===== src/rtl/twiddle_seq_gen.sv =====
// Streaming radix-2 DIT twiddle generator: quarter-wave cosine ROM plus symmetry fixup,
// three-register pipe (issue/P1, P2+output). Define TWGEN_INV_EN to add the 'inverse' port.
module twiddle_seq_gen #(
   parameter int LOG2N = 4,
   parameter int DW    = 16
) (
   input  logic              clk,
   input  logic              rst,
   input  logic              start,
   input  logic [4:0]        stage,
`ifdef TWGEN_INV_EN
   input  logic              inverse,
`endif
   output logic              busy,
   output logic              tw_valid,
   input  logic              tw_ready,
   output logic [2*DW-1:0]   tw_data,
   output logic [LOG2N-2:0]  tw_idx,
   output logic              tw_last,
   output logic              done
);
   localparam int N    = 1 << LOG2N;
   localparam int HALF = N / 2;
   localparam int QTR  = N / 4;
   localparam int JW   = LOG2N - 1;
   localparam longint PI_Q30 = 64'sd3373259426;

   // Integer Taylor series in Q30 so the table is built without real arithmetic.
   function automatic logic signed [DW-1:0] cos_q(input int i);
      longint x, x2, term, acc, scaled;
      x    = (PI_Q30 * 64'sd2 * longint'(i)) / longint'(N);
      x2   = (x * x) >>> 30;
      term = 64'sd1 <<< 30;
      acc  = term;
      for (int n = 1; n <= 12; n++) begin
         term = -((term * x2) >>> 30) / longint'((2 * n - 1) * (2 * n));
         acc  = acc + term;
      end
      scaled = (acc * (64'sd1 <<< (DW - 2)) + (64'sd1 <<< 29)) >>> 30;
      return scaled[DW-1:0];
   endfunction

   logic signed [DW-1:0] rom [0:QTR];

   for (genvar gi = 0; gi <= QTR; gi++) begin : g_rom
      localparam logic signed [DW-1:0] QV = cos_q(gi);
      assign rom[gi] = QV;
   end

   typedef enum logic [1:0] {S_IDLE, S_RUN, S_DRAIN} state_t;

   state_t          state_q, state_d;
   logic [JW-1:0]   j_q, j_d;
   logic [4:0]      stage_q, stage_d;
   logic [1:0]      vld_pipe_q, vld_pipe_d;
   logic [JW-1:0]   p1_k_q, p1_k_d;
   logic [JW-1:0]   p1_are_q, p1_are_d;
   logic [JW-1:0]   p1_aim_q, p1_aim_d;
   logic            p1_nre_q, p1_nre_d;
   logic            p1_nim_q, p1_nim_d;
   logic            p1_last_q, p1_last_d;
   logic [2*DW-1:0] tw_data_q, tw_data_d;
   logic [JW-1:0]   tw_idx_q, tw_idx_d;
   logic            tw_last_q, tw_last_d;
   logic            done_q, done_d;
   logic            inv_c;

`ifdef TWGEN_INV_EN
   logic inv_q, inv_d;
   assign inv_c = inv_q;
`else
   assign inv_c = 1'b0;
`endif

   logic            adv, issue, hs_last;
   logic [JW-1:0]   mask, k_c;
   logic [4:0]      shamt;
   logic signed [DW-1:0] re_c, im_c;

   assign adv     = !vld_pipe_q[1] || tw_ready;
   assign issue   = (state_q == S_RUN) && adv;
   assign hs_last = vld_pipe_q[1] && tw_ready && tw_last_q;

   // P1: butterfly index to twiddle exponent, then fold into the quarter-wave table.
   always_comb begin
      mask  = JW'((32'd1 << stage_q) - 32'd1);
      shamt = 5'(JW) - stage_q;
      k_c   = (j_q & mask) << shamt;
      p1_k_d    = k_c;
      p1_last_d = (j_q == JW'(HALF - 1));
      p1_nim_d  = !inv_c;
      if (k_c <= JW'(QTR)) begin
         p1_are_d = k_c;
         p1_aim_d = JW'(QTR) - k_c;
         p1_nre_d = 1'b0;
      end else begin
         p1_are_d = JW'(QTR) - (k_c - JW'(QTR));
         p1_aim_d = k_c - JW'(QTR);
         p1_nre_d = 1'b1;
      end
   end

   // P2: table read and sign fixup; table never holds the most negative value.
   always_comb begin
      re_c = p1_nre_q ? -rom[p1_are_q] : rom[p1_are_q];
      im_c = p1_nim_q ? -rom[p1_aim_q] : rom[p1_aim_q];
   end

   always_comb begin
      state_d = state_q;
      j_d     = j_q;
      stage_d = stage_q;
      done_d  = 1'b0;
`ifdef TWGEN_INV_EN
      inv_d   = inv_q;
`endif
      case (state_q)
         S_IDLE: begin
            if (start) begin
               state_d = S_RUN;
               j_d     = '0;
               stage_d = (stage >= 5'(LOG2N)) ? 5'(LOG2N - 1) : stage;
`ifdef TWGEN_INV_EN
               inv_d   = inverse;
`endif
            end
         end
         S_RUN: begin
            if (issue) begin
               j_d = j_q + JW'(1);
               if (j_q == JW'(HALF - 1)) state_d = S_DRAIN;
            end
         end
         S_DRAIN: begin
            if (hs_last) begin
               state_d = S_IDLE;
               done_d  = 1'b1;
            end
         end
         default: state_d = S_IDLE;
      endcase
   end

   // The whole pipe moves together; a stalled output freezes every stage behind it.
   logic [JW-1:0]  p1_k_n, p1_are_n, p1_aim_n;
   logic           p1_nre_n, p1_nim_n, p1_last_n;

   always_comb begin
      vld_pipe_d = vld_pipe_q;
      p1_k_n     = p1_k_q;
      p1_are_n   = p1_are_q;
      p1_aim_n   = p1_aim_q;
      p1_nre_n   = p1_nre_q;
      p1_nim_n   = p1_nim_q;
      p1_last_n  = p1_last_q;
      tw_data_d  = tw_data_q;
      tw_idx_d   = tw_idx_q;
      tw_last_d  = tw_last_q;
      if (adv) begin
         vld_pipe_d = {vld_pipe_q[0], issue};
         if (issue) begin
            p1_k_n    = p1_k_d;
            p1_are_n  = p1_are_d;
            p1_aim_n  = p1_aim_d;
            p1_nre_n  = p1_nre_d;
            p1_nim_n  = p1_nim_d;
            p1_last_n = p1_last_d;
         end
         if (vld_pipe_q[0]) begin
            tw_data_d = {re_c, im_c};
            tw_idx_d  = p1_k_q;
            tw_last_d = p1_last_q;
         end
      end
   end

   always_ff @(posedge clk) begin
      if (rst) begin
         state_q    <= S_IDLE;
         j_q        <= '0;
         stage_q    <= '0;
         vld_pipe_q <= '0;
         p1_k_q     <= '0;
         p1_are_q   <= '0;
         p1_aim_q   <= '0;
         p1_nre_q   <= 1'b0;
         p1_nim_q   <= 1'b0;
         p1_last_q  <= 1'b0;
         tw_data_q  <= '0;
         tw_idx_q   <= '0;
         tw_last_q  <= 1'b0;
         done_q     <= 1'b0;
`ifdef TWGEN_INV_EN
         inv_q      <= 1'b0;
`endif
      end else begin
         state_q    <= state_d;
         j_q        <= j_d;
         stage_q    <= stage_d;
         vld_pipe_q <= vld_pipe_d;
         p1_k_q     <= p1_k_n;
         p1_are_q   <= p1_are_n;
         p1_aim_q   <= p1_aim_n;
         p1_nre_q   <= p1_nre_n;
         p1_nim_q   <= p1_nim_n;
         p1_last_q  <= p1_last_n;
         tw_data_q  <= tw_data_d;
         tw_idx_q   <= tw_idx_d;
         tw_last_q  <= tw_last_d;
         done_q     <= done_d;
`ifdef TWGEN_INV_EN
         inv_q      <= inv_d;
`endif
      end
   end

   assign busy     = (state_q != S_IDLE);
   assign tw_valid = vld_pipe_q[1];
   assign tw_data  = tw_data_q;
   assign tw_idx   = tw_idx_q;
   assign tw_last  = tw_last_q;
   assign done     = done_q;

endmodule


===== config.mk =====
export PLATFORM = sky130hd
export DESIGN_NAME = twiddle_seq_gen
export DESIGN_NICKNAME = d
export VERILOG_FILES = /design/src/rtl/twiddle_seq_gen.sv
export SDC_FILE = /design/constraint.sdc
export NUM_CORES = 1
export LEC_CHECK = 0
export CORE_UTILIZATION = 40
export DETAILED_ROUTE_END_ITERATION = 16
export PLACE_DENSITY = 0.59
export SYNTH_ARGS = -nofsm -noshare
export SYNTH_HDL_FRONTEND = slang
export SYNTH_SLANG_ARGS = --single-unit

===== constraint.sdc =====
create_clock -name clk -period 4.3 [get_ports clk]
set_input_delay 0.86 -clock clk [delete_from_list [all_inputs] [get_ports clk]]
set_output_delay 0.86 -clock clk [all_outputs]
set_load 0.02 [all_outputs]

==> Word-level counts from Yosys, hierarchy flattened <==
Memories as Yosys holds them, arrays and structs flattened.
Cells that the tools add are included.
{ "word_totals": {"latchBits": 0, "mem_bits_ro": 256, "input_bits": 9, "ramBits": 0, "ff_bits": 61, "memories": 2, "out_inout_bits": 39, "wordCells": 74} }
{ "classes": {"n_lt_le_gt_ge": 4, "n_mux": 19, "reduce_logical": 14, "n_div": 0, "n_bitwise": 4, "multipliers": 0, "shifts": 2, "n_eq_ne": 7, "addsub": 8} }
{ "memory_table": {"columns": ["name", "depth", "word_bits", "rd", "rd_clocked_by_memory_dff", "wr", "line", "rtl"], "rows": [
  ["(name not given)", 8, 16, 1, 0, 0, "106", "im_c = p1_nim_q ? -rom[p1_aim_q] : rom[p1_aim_q];"],
  ["(name not given)", 8, 16, 1, 0, 0, "105", "re_c = p1_nre_q ? -rom[p1_are_q] : rom[p1_are_q];"]
]} }
{ "ops": {"columns": ["operator", "count"], "rows": [
  ["2-to-1 mux 16 bit", 6],
  ["negation 16 bit", 2],
  ["2-to-1 mux 3 bit", 4],
  ["greater-or-equal comparator 4 bit (second input constant)", 2],
  ["2-to-1 mux 2 bit", 4],
  ["inequality test 2 bit (second input constant)", 4],
  ["NOT 3 -> 4 bit", 2],
  ["case mux 2 bit (3 select lines)", 1],
  ["case mux 3 bit (2 select lines)", 1],
  ["AND reduction 2 bit", 3],
  ["subtractor 3 bit (first input constant)", 2],
  ["greater-or-equal comparator 5 x 3 -> 1 bit (second input constant)", 1],
  ["2-to-1 mux 5 bit", 1],
  ["<< shifter 1 x 5 -> 3 bit (first input constant)", 1],
  ["<< shifter 3 x 5 -> 3 bit", 1],
  ["subtractor 2 x 5 -> 5 bit (first input constant)", 1],
  ["AND reduction 4 bit", 1],
  ["nonzero test 2 bit", 2],
  ["adder 3 x 1 -> 3 bit (second input constant)", 1],
  ["bitwise AND 3 bit", 1],
  ["== test 3 bit (second input constant)", 1],
  ["<= comparator 3 bit (second input constant)", 1],
  ["logical AND 1 bit", 3],
  ["AND reduction 3 bit", 1],
  ["10 further kinds", 11]
]} }

==> Depth between registers and ports, before layout <==
Gate-level depths: netlist of the first run.
{ "logic_depth": {"word_depth": 7, "depth_mapped": 10, "mapped_depth_nobuf": 10} }

==> Worst setup path before layout of the first run <==
OpenSTA, ideal clock, no wires.
{ "synth_timing": {"path_type": "register to register", "start": "reg stage_q[1]", "end": "reg p1_aim_q[1]", "arrival_ns": 2.582, "required_time_ns": 4.197, "setup_time_ns": 0.103, "synth_period_minus_slack_ns": 2.685, "path_stages_with_launch": 11, "path_buffers": 0, "setup_slack_ns": 1.615, "path_cell_list": "dfxtp_1 -> nor4_1 -> nand2_1 -> ha_1 -> nand3b_1 -> a2111oi_4 -> inv_1 -> ha_1 -> a2111oi_4 -> a211oi_1 -> a2111oi_2"} }
{ "synth_between": {"elab_chain_cells": 6, "word_cells_on_any_way": 9, "classes_between": "add/sub (4); order compare (1); shift (2); mux (1); bitwise (1)"} }
{ "synth_rtl": {"columns": ["element", "line", "rtl"], "rows": [
  ["from (decl)", "54", "logic [4:0] stage_q, stage_d;"],
  ["from (signal assigned)", "199", "stage_q <= stage_d;"],
  ["<< shifter 1 x 5 -> 3 bit", "86", "mask = JW'((32'd1 << stage_q) - 32'd1);"],
  ["subtractor 3 x 1 -> 3 bit", "86", null],
  ["bitwise AND 3 bit", "88", "k_c = (j_q & mask) << shamt;"],
  ["<< shifter 3 x 5 -> 3 bit *", "88", null],
  ["subtractor 3 bit (tied with other cells)", "98", "p1_aim_d = k_c - JW'(QTR);"],
  ["2-to-1 mux 3 bit *", "92", "if (k_c <= JW'(QTR)) begin"],
  ["to (signal assigned)", "203", "p1_aim_q <= p1_aim_n;"],
  ["to (decl)", "58", "logic [JW-1:0] p1_aim_q, p1_aim_d;"]
]} }
Every way passes the cells marked *; elsewhere a longest branch is shown, timed or not.
A chain may end at the register's enable or synchronous reset.

==> Final worst setup path of the first run <==
{ "layout_timing": {"start": "reg stage_q[1]", "end": "reg p1_are_q[1]"} }
{ "layout_between": {"elab_chain_cells": 7, "word_cells_on_any_way": 9, "classes_between": "add/sub (4); order compare (1); shift (2); mux (1); bitwise (1)"} }
{ "layout_rtl": {"columns": ["element", "line", "rtl"], "rows": [
  ["<< shifter 1 x 5 -> 3 bit", "86", null],
  ["subtractor 3 x 1 -> 3 bit", "86", null],
  ["bitwise AND 3 bit", "88", null],
  ["<< shifter 3 x 5 -> 3 bit *", "88", null],
  ["subtractor 3 bit (2 in a row)", "97", "p1_are_d = JW'(QTR) - (k_c - JW'(QTR));"],
  ["2-to-1 mux 3 bit *", "92", null],
  ["to (signal assigned)", "202", "p1_are_q <= p1_are_n;"],
  ["to (decl)", "57", "logic [JW-1:0] p1_are_q, p1_are_d;"]
]} }
Marks and branches as above.

==> impl_metrics.yaml, run 1 <==
outcome:
  status: "complete, no violations"
critical_path:
  critPathLaunchType: "flip-flop"
  worstSetupEndpointType: "flip-flop"
  cpMaxStageDelayCell: "a2111oi_4"
  reg2reg_depth: 10
  cp.depth: 10
  crit_path_max_incr_delay_ns: 0.39
  crit_start: "stage_q[1]"
  reg2reg_to: "p1_are_q[1]"
  cp-endpoint: "p1_are_q[1]"
  worstReg2RegStart: "stage_q[1]"
  worst-path-max-fanout: 7
  cp_num_buf_inv: 1
  path_cells: "nor4_1 > nand2_1 > ha_1 > nand3b_1 > a2111oi_4 > inv_1 > ha_1 > a2111oi_4 > a211oi_1 > a2111oi_2"
  reg2reg_slack_ns: 1.36
  cp.arrival_ns: 3.16
  cp.required_ns: 4.51
  crit_type: "reg2reg"
  cp_top_family: "compound AO/OA/AOI/OAI gates"
clock_tree:
  h-tree-depth: 2
  clk_latency_ns: 0.31
  postCtsHoldBufs: 0
  cts_sinks: 55
  root_buffer: "clkbuf_8"
  cts_resized: 0
  clkTransAtPathRegs_ns: 0.11
  cts_tree: "yes"
  cts_buffer_depth: 2
  post_cts_buffers: 0
  cts_buffers: 5
timing:
  worst_pin_slew_ns: 0.8149
  min_period_ns: 2.942
  rsz0062_at_grt: "false"
  final.setup_skew_ns: 0.009172
  clock.fmax_mhz: 339.9
  slew_violations: 0
  hold_viol_final: 0
  relSlewSlack: 0.4555
  fin_tns_setup_ns: 0
  setup_viol_count_final: 0
  worst_slack_ns: 1.358
  period_share: 0.6843
die:
  die_w_um: 89.97
  die-area_um2: 8095
  coreArea_um2: 7370
  start_util: 0.4200
  io_pins: 48
  die-height_um: 89.97
  num_rows: 31
final_layout:
  area_growth_pct: 19.20
  drive_above_1_share: 0.05854
  diodes: 0
  nFillCells: 713
  num-nets-final: 439
synthesis:
  synth.avg_cell_area_um2: 8.211
  ys_async_sr_fraction: 0
  yosys-top-cells-count: "55 x dfxtp_1, 40 x nand2_1, 38 x a21oi_1"
  yosys.area.top_type: "dfxtp_1"
  yosysUniqueCellTypes: 54
  yosysSeqAreaShare: 0.3557
  ys.flop_type: "dfxtp_1"
  synth_area_leaders: "dfxtp_1 36%, ha_1 8.5%, a21oi_1 6.1%"
  ys_warn_count: 0
  synth_edf_count: 0
  synthCells: 377
  synth_top_area_frac: 0.3557
  syn-num-nets: 407
  ys_ff_latch: 55
  syn_area_um2: 3095
  yosysMostFrequentCell: "dfxtp_1"
detailed_routing:
  drc: 0
  wl_um: 6998
  vias_per_cell: 5.316
  drt-initial-drc-count: 111
  detail-route-antenna-nets: 0
  routedWlPerCell_um: 13.75
  firstDrtPassIters: 4
  via_count: 2706
pwr:
  powerDensity_nw_per_um2: 289.5
  cellLeakagePower_nw: 1.335
  ir_drop_mv: 0.1214
  power_mw: 1.068
place:
  place_congestion: 0.8656
  pre_cts_ws_ns: 1.393
  port_buffers: 47
  place_hpwl_um: 4774
global_route:
  grt_pass1_vias: 2503
  groute.usage.overall: 0.1778
  antenna_found_initial: 0
  grt_pass1_wl_um: 11930
  grt_start_max_net_pins: 40
  overflow: 0
flow_run:
  maxCapViolCount: 0
min_path:
  hold_class: "reg2reg"
## logic make-up (layout without fill, tap and decap cells)
kind of cell	after synthesis	after routing	synth area share
AO/OA/AOI/OAI	109	109	0.2413
XOR/XNOR	3	3	0.008490
adder cells (fa/ha/maj)	21	21	0.08488
buffers and inverters	41	74	0.05619
flip-flops	55	55	0.3557
multiplexers	2	2	0.006468
AND/OR/NAND/NOR	146	146	0.2470
## layer usage
metal / GRT usage / vias up / routed length (µm)
met1: 0.2465 / 1234 / 3640
li1: - / 1411 / -
met4: 0.03898 / 0 / 59
met5: 0 / - / 0
met2: 0.2872 / 56 / 3018
met3: 0.03299 / 5 / 279
## layout make-up
class,count,area [µm²],area share
Sequential cell,55,1101,0.2984
Multi-Input combinational cell,281,1821,0.4934
Inverter,15,56.30,0.01526
Clock buffer,5,68.82,0.01865
Clock inverter,3,18.77,0.005086
Tap cell,99,123.9,0.03357
Timing Repair Buffer,51,500.5,0.1356
## power by group
| group | total, mW | switching (mW) | internal [mW] | leakage (nW) |
|---|---|---|---|---|
| registers | 0.556 | 0.0247 | 0.531 | 0.448 |
| clock network | 0.296 | 0.181 | 0.115 | 0.0483 |
| logic | 0.216 | 0.121 | 0.0945 | 0.839 |
| total | 1.07 | 0.327 | 0.741 | 1.34 |
## worst reg2reg max path, delay by kind of cell, from the launching register on
| family | cells | cell delay (ns) |
|---|---|---|
| flip-flops | 1 | 0.38 |
| AO/OA/AOI/OAI | 4 | 1.16 |
| adder cells (fa/ha/maj) | 2 | 0.55 |
| AND/OR/NAND/NOR | 3 | 0.69 |
| buffers and inverters | 1 | 0.08 |
## worst min path at each step
stage                     startpoint  cells past startpoint          to
after floorplan            p1_k_q[1]                      2   tw_idx[1]
after global placement     p1_last_q                      2     tw_last
after detailed placement  tw_data[7]                      2  tw_data[7]
after CTS                 tw_data[7]                      2  tw_data[7]
after global routing      tw_data[7]                      2  tw_data[7]
final                     tw_data[7]                      2  tw_data[7]
## state kept, by name, summed over array words and instances (netlist names)
| name | flops |
|---|---|
| p1_k_q | 3 |
| vld_pipe_q | 2 |
| p1_nim_q | 1 |
| j_q | 3 |
| tw_data | 28 |
| state_q | 2 |
| stage_q | 5 |
| tw_idx | 3 |
| done | 1 |
| p1_nre_q | 1 |
| p1_last_q | 1 |
| p1_aim_q | 2 |
| tw_last | 1 |
| p1_are_q | 2 |
## cell usage in the layout (no fill, tap or decap), types with 5 or more instances in the layout
master           count
nand4_1              5
nor4_1               5
nand2b_1            13
dfxtp_1             55
a31oi_1              6
a211o_1              5
nand3_1              8
nor2b_1              7
nor3_1              13
a211oi_1             8
a21oi_1             38
o21ai_0             25
nor2_1              27
inv_1               15
ha_1                21
nand2_1             40
clkdlybuf4s50_1     47
clkbuf_8             5
## through the flow
stage | instance area, µm² | hold slack, ns | util | instances
finish | 3690 | 0.4577 | 0.5007 | 509
CTS | 3690 | 0.4590 | 0.5007 | 509
floorplan | 3095 | 0.4321 | - | 377
global placement | 3602 | 0.4382 | 0.4888 | 501
detailed placement | 3602 | 0.4429 | 0.4888 | 501
global route | 3690 | 0.4747 | 0.5007 | 509
(Power assumes the default switching activity.)
==> run 2, diff against run 1 <==
- clock period: 4.3 -> 2.8 ns (I/O delays scaled with it)
==> impl_metrics.yaml, run 2 (same netlist as run 1, synthesis figures left out) <==
outcome:
  status: "finished, violations left"
  violations: "setup timing"
final_layout:
  nFillCells: 721
  layout.cells.non_filler: 520
  drive_above_1_share: 0.09739
  num-nets-final: 450
  ff_latch_area_um2: 1104
  mostFrequentLayoutCells: "53 x dfxtp_1, 47 x clkdlybuf4s50_1, 40 x nand2_1"
  diodes: 0
  largest_register_ffs: 28
  multi_input_area_um2: 1862
  layout_commonest_cell: "dfxtp_1"
  area_growth_pct: 23.89
pwr:
  power_frac_comb: 0.218
  switching_power_mw: 0.4910
  clock_power_share: 0.265
  power_mw: 1.645
  p_int_mw: 1.154
  cellLeakagePower_nw: 1.406
  power_frac_seq: 0.517
  netSwitchingFraction: 0.2984
  ir_drop_mv: 0.1825
  powerDensity_nw_per_um2: 429.0
die:
  num_rows: 31
  die-area_um2: 8095
  coreArea_um2: 7370
  die-height_um: 89.97
  io_pins: 48
  die_w_um: 89.97
  start_util: 0.4200
min_path:
  hold_class: "reg2reg"
  worstHoldStart: "tw_data[25]"
clock_tree:
  cts_sinks: 55
  cts_tree: "yes"
  cts_buffers: 5
  postCtsHoldBufs: 0
  clk_latency_ns: 0.31
  root_buffer: "clkbuf_8"
  cts_buffer_depth: 2
  clkTransAtPathRegs_ns: 0.10
  h-tree-depth: 2
timing:
  setup_viol_count_final: 2
  period_share: 1.036
  rsz0062_at_grt: "true"
  min_period_ns: 2.901
  relSlewSlack: 0.5753
  hold_viol_final: 0
  worst_pin_slew_ns: 0.6325
  slew_violations: 0
  clock.fmax_mhz: 344.7
  final.setup_skew_ns: 0.006551
  worst_slack_ns: -0.1011
global_route:
  grt_pass1_vias: 2645
  antenna_found_initial: 0
  overflow: 0
  groute.usage.overall: 0.1890
  grt_pass1_wl_um: 12680
  grt_start_max_net_pins: 39
critical_path:
  reg2reg_depth: 11
  critPathLaunchType: "flip-flop"
  reg2reg_to: "p1_aim_q[1]"
  cp.depth: 11
  worst-path-max-fanout: 5
  cpMostUsedCell: "a2111oi_4"
  cp_num_buf_inv: 2
  crit_type: "reg2reg"
  cp-endpoint: "p1_aim_q[1]"
  reg2reg_slack_ns: -0.10
  cp.required_ns: 3.01
  crit_start: "stage_q[4]"
  cp_top_family: "compound AO/OA/AOI/OAI gates"
  path_cells: "nor4_4 > nand2_1 > ha_1 > nand3b_1 > a2111oi_4 > inv_2 > ha_4 > a2111oi_4 > buf_4 > a211oi_2 > a2111oi_2"
  cp.arrival_ns: 3.11
  worstSetupEndpointType: "flip-flop"
  crit_path_max_incr_delay_ns: 0.44
  cpMaxStageDelayCell: "a2111oi_4"
  worstReg2RegStart: "stage_q[4]"
place:
  placedCellCount: 509
  port_buffers: 47
  place_congestion: 0.8430
  place_hpwl_um: 4971
detailed_routing:
  drt-initial-drc-count: 157
  wl_um: 7330
  firstDrtPassIters: 4
  routedWlPerCell_um: 14.10
  via_count: 2802
  vias_per_cell: 5.388
  detail-route-antenna-nets: 0
  drc: 0
flow_run:
  maxCapViolCount: 0
## run 2: layer usage
metal  wire [µm]  vias to the layer above  GRT usage
li1            -                     1433          -
met1        3679                     1306     0.2577
met2        3300                       56     0.3013
met3         272                        7    0.03553
met4          78                        0    0.06048
met5           0                        -          0
## run 2: layout make-up
| class | count | share of cell area |
|---|---|---|
| flip-flops and latches | 55 | 0.2878 |
| clock inverters | 1 | 0.001305 |
| multi-input cells | 281 | 0.4855 |
| inverters | 15 | 0.01468 |
| repair buffers | 62 | 0.1586 |
| clock buffers | 7 | 0.01990 |
| well taps | 99 | 0.03230 |
## run 2: power groups by stage
stage | Combinational [mW] | Clock [mW] | Sequential [mW]
3_5_place_dp | 0.353 | 0 | 0.867
6_report | 0.359 | 0.436 | 0.851
2_1_floorplan | 0.215 | 0 | 0.881
5_1_grt | 0.398 | 0.484 | 0.858
4_1_cts | 0.357 | 0.453 | 0.850
3_3_place_gp | 0.348 | 0 | 0.866
## run 2: what timing repair did
action                     4_1_cts  5_1_grt
resized for setup                5        5
cloned                           0        0
setup endpoints to repair        2        3
setup buffers                    1        2
pin swaps                        0       10
## run 2: stage by stage
step | hold slack (ns) | TNS (ns) | area (µm²) | utilization | worst slack [ns]
6_report | 0.4566 | -0.2006 | 3835 | 0.5204 | -0.1011
5_1_grt | 0.4869 | -0.5796 | 3835 | 0.5204 | -0.2375
4_1_cts | 0.4598 | 0 | 3796 | 0.5151 | 0.001401
3_5_place_dp | 0.4474 | -0.08121 | 3687 | 0.5003 | -0.04824
3_3_place_gp | 0.4405 | 0 | 3687 | 0.5003 | 0.06456
2_1_floorplan | 0.4321 | 0 | 3095 | - | 0.1150
## run 2: how the worst min path moves through the flow
stage | endpoint | slack, ns | cells after the start
6_report | tw_data[25] | 0.46 | 2
5_1_grt | tw_data[25] | 0.49 | 2
4_1_cts | tw_data[25] | 0.46 | 2
3_5_place_dp | tw_data[25] | 0.45 | 2
3_3_place_gp | tw_data[9] | 0.44 | 2
2_1_floorplan | tw_idx[1] | 0.43 | 2
## run 2: worst reg2reg max path: stages (launching register included)
cell       delay (ns)
dfxtp_2          0.35
nor4_4           0.29
nand2_1          0.09
ha_1             0.31
nand3b_1         0.21
a2111oi_4        0.44
inv_2            0.08
ha_4             0.18
a2111oi_4        0.31
buf_4            0.19
a211oi_2         0.07
a2111oi_2        0.27
==> run 3, diff against run 2 <==
- MAX_ROUTING_LAYER: unset -> met4
==> impl_metrics.yaml, run 3 (same netlist as run 1, synthesis figures left out) <==
global_route:
  antenna_found_initial: 0
  overflow: 0
  grt_pass1_wl_um: 12690
  grt_start_max_net_pins: 39
  groute.usage.overall: 0.1945
  grt_pass1_vias: 2644
final_layout:
  mostFrequentLayoutCells: "53 x dfxtp_1, 47 x clkdlybuf4s50_1, 40 x nand2_1"
  post-route-util: 0.5204
  largest_register_ffs: 28
  finalInstanceArea_um2: 3835
  layout_commonest_cell: "dfxtp_1"
  diodes: 0
  num-nets-final: 450
  drive_above_1_share: 0.09739
  area_growth_pct: 23.89
clock_tree:
  cts_buffer_depth: 2
  clkTransAtPathRegs_ns: 0.10
  root_buffer: "clkbuf_8"
  cts_sinks: 55
  cts_buffers: 5
  h-tree-depth: 2
  clk_latency_ns: 0.31
  cts_tree: "yes"
timing:
  slew_violations: 0
  fin_tns_setup_ns: -0.2002
  relSlewSlack: 0.5752
  min_period_ns: 2.901
  clock.fmax_mhz: 344.7
  period_share: 1.036
  setup_viol_count_final: 2
  worst_slack_ns: -0.1010
  hold_viol_final: 0
  rsz0062_at_grt: "true"
  worst_pin_slew_ns: 0.6326
  hold_ws_ns: 0.4567
  final.setup_skew_ns: 0.006974
pwr:
  cellLeakagePower_nw: 1.406
  ir_drop_mv: 0.1825
  powerDensity_nw_per_um2: 429.3
place:
  place_hpwl_um: 4971
  dpl_cell_area_um2: 3687
  place_congestion: 0.8562
  port_buffers: 47
  pre_cts_ws_ns: -0.04824
detailed_routing:
  drc: 0
  met2_length_um: 3311
  highest-signal-layer: "met4"
  detail-route-antenna-nets: 0
  routedWlPerCell_um: 14.10
  firstDrtPassIters: 4
  vias_per_cell: 5.390
  m1WireLength_um: 3672
  drt-initial-drc-count: 162
  wl_um: 7333
  via_count: 2803
  wl_met3_um: 269
critical_path:
  crit_path_max_incr_delay_ns: 0.44
  reg2reg_slack_ns: -0.10
  worstSetupEndpointType: "flip-flop"
  path_cells: "nor4_4 > nand2_1 > ha_1 > nand3b_1 > a2111oi_4 > inv_2 > ha_4 > a2111oi_4 > buf_4 > a211oi_2 > a2111oi_2"
  cp.arrival_ns: 3.11
  worst-path-max-fanout: 5
  critPathLaunchType: "flip-flop"
  cpMaxStageDelayCell: "a2111oi_4"
  crit_type: "reg2reg"
  cp.required_ns: 3.01
  cpMostUsedCell: "a2111oi_4"
min_path:
  hold_class: "reg2reg"
outcome:
  violations: "setup timing"
  status: "finished, violations left"
die:
  die-area_um2: 8095
  die-height_um: 89.97
  coreArea_um2: 7370
  start_util: 0.4200
  io_pins: 48
  die_w_um: 89.97
  num_rows: 31
flow_run:
  maxCapViolCount: 0
[run 3: path summary, 6_finish.rpt]
check | cells after the start | start | end
min | 2 | tw_data[25] | tw_data[25]
max reg2reg | 11 | stage_q[4] | p1_aim_q[1]
max | 11 | stage_q[4] | p1_aim_q[1]
min reg2reg | 2 | tw_data[25] | tw_data[25]
[run 3: area by class of cell]
cell class                      count  area [µm²]
Sequential cell                    55        1104
Tap cell                           99       123.9
Fill cell                         721        3535
Clock buffer                        7       76.32
Clock inverter                      1       5.005
Multi-Input combinational cell    281        1862
Inverter                           15       56.30
Timing Repair Buffer               62       608.1
[run 3: repair_timing]
action | CTS | global route
gates resized for setup | 5 | 5
hold buffers | 0 | 0
buffers inserted | 1 | 2
pin swaps | 0 | 10
setup endpoints to repair | 2 | 3
[run 3: per-stage QoR]
step / total power, mW / cells
final: 1.646 / 520
after global routing: 1.739 / 520
after CTS: 1.660 / 518
after detailed placement: 1.220 / 509
after global placement: 1.214 / 509
after floorplan: 1.096 / 377
[run 3: worst max-delay path, delay by kind of cell (launching register included)]
kind                     cells  cell delay [ns]
AO/OA/AOI/OAI                4             1.09
adder cells (fa/ha/maj)      2             0.49
buffers and inverters        2             0.27
flip-flops                   1             0.35
AND/OR/NAND/NOR              3             0.59
[run 3: where the power goes]
part / switching, mW / leakage, nW / total, mW / internal, mW
clock network: 0.261 / 0.0422 / 0.437 / 0.177
logic: 0.197 / 0.915 / 0.359 / 0.162
registers: 0.0344 / 0.449 / 0.850 / 0.816
[run 3: layer usage]
layer	vias up	track usage
li1	1434	-
met1	1307	0.2582
met2	55	0.3006
met5	-	-
met3	7	0.03553
met4	0	0.06048
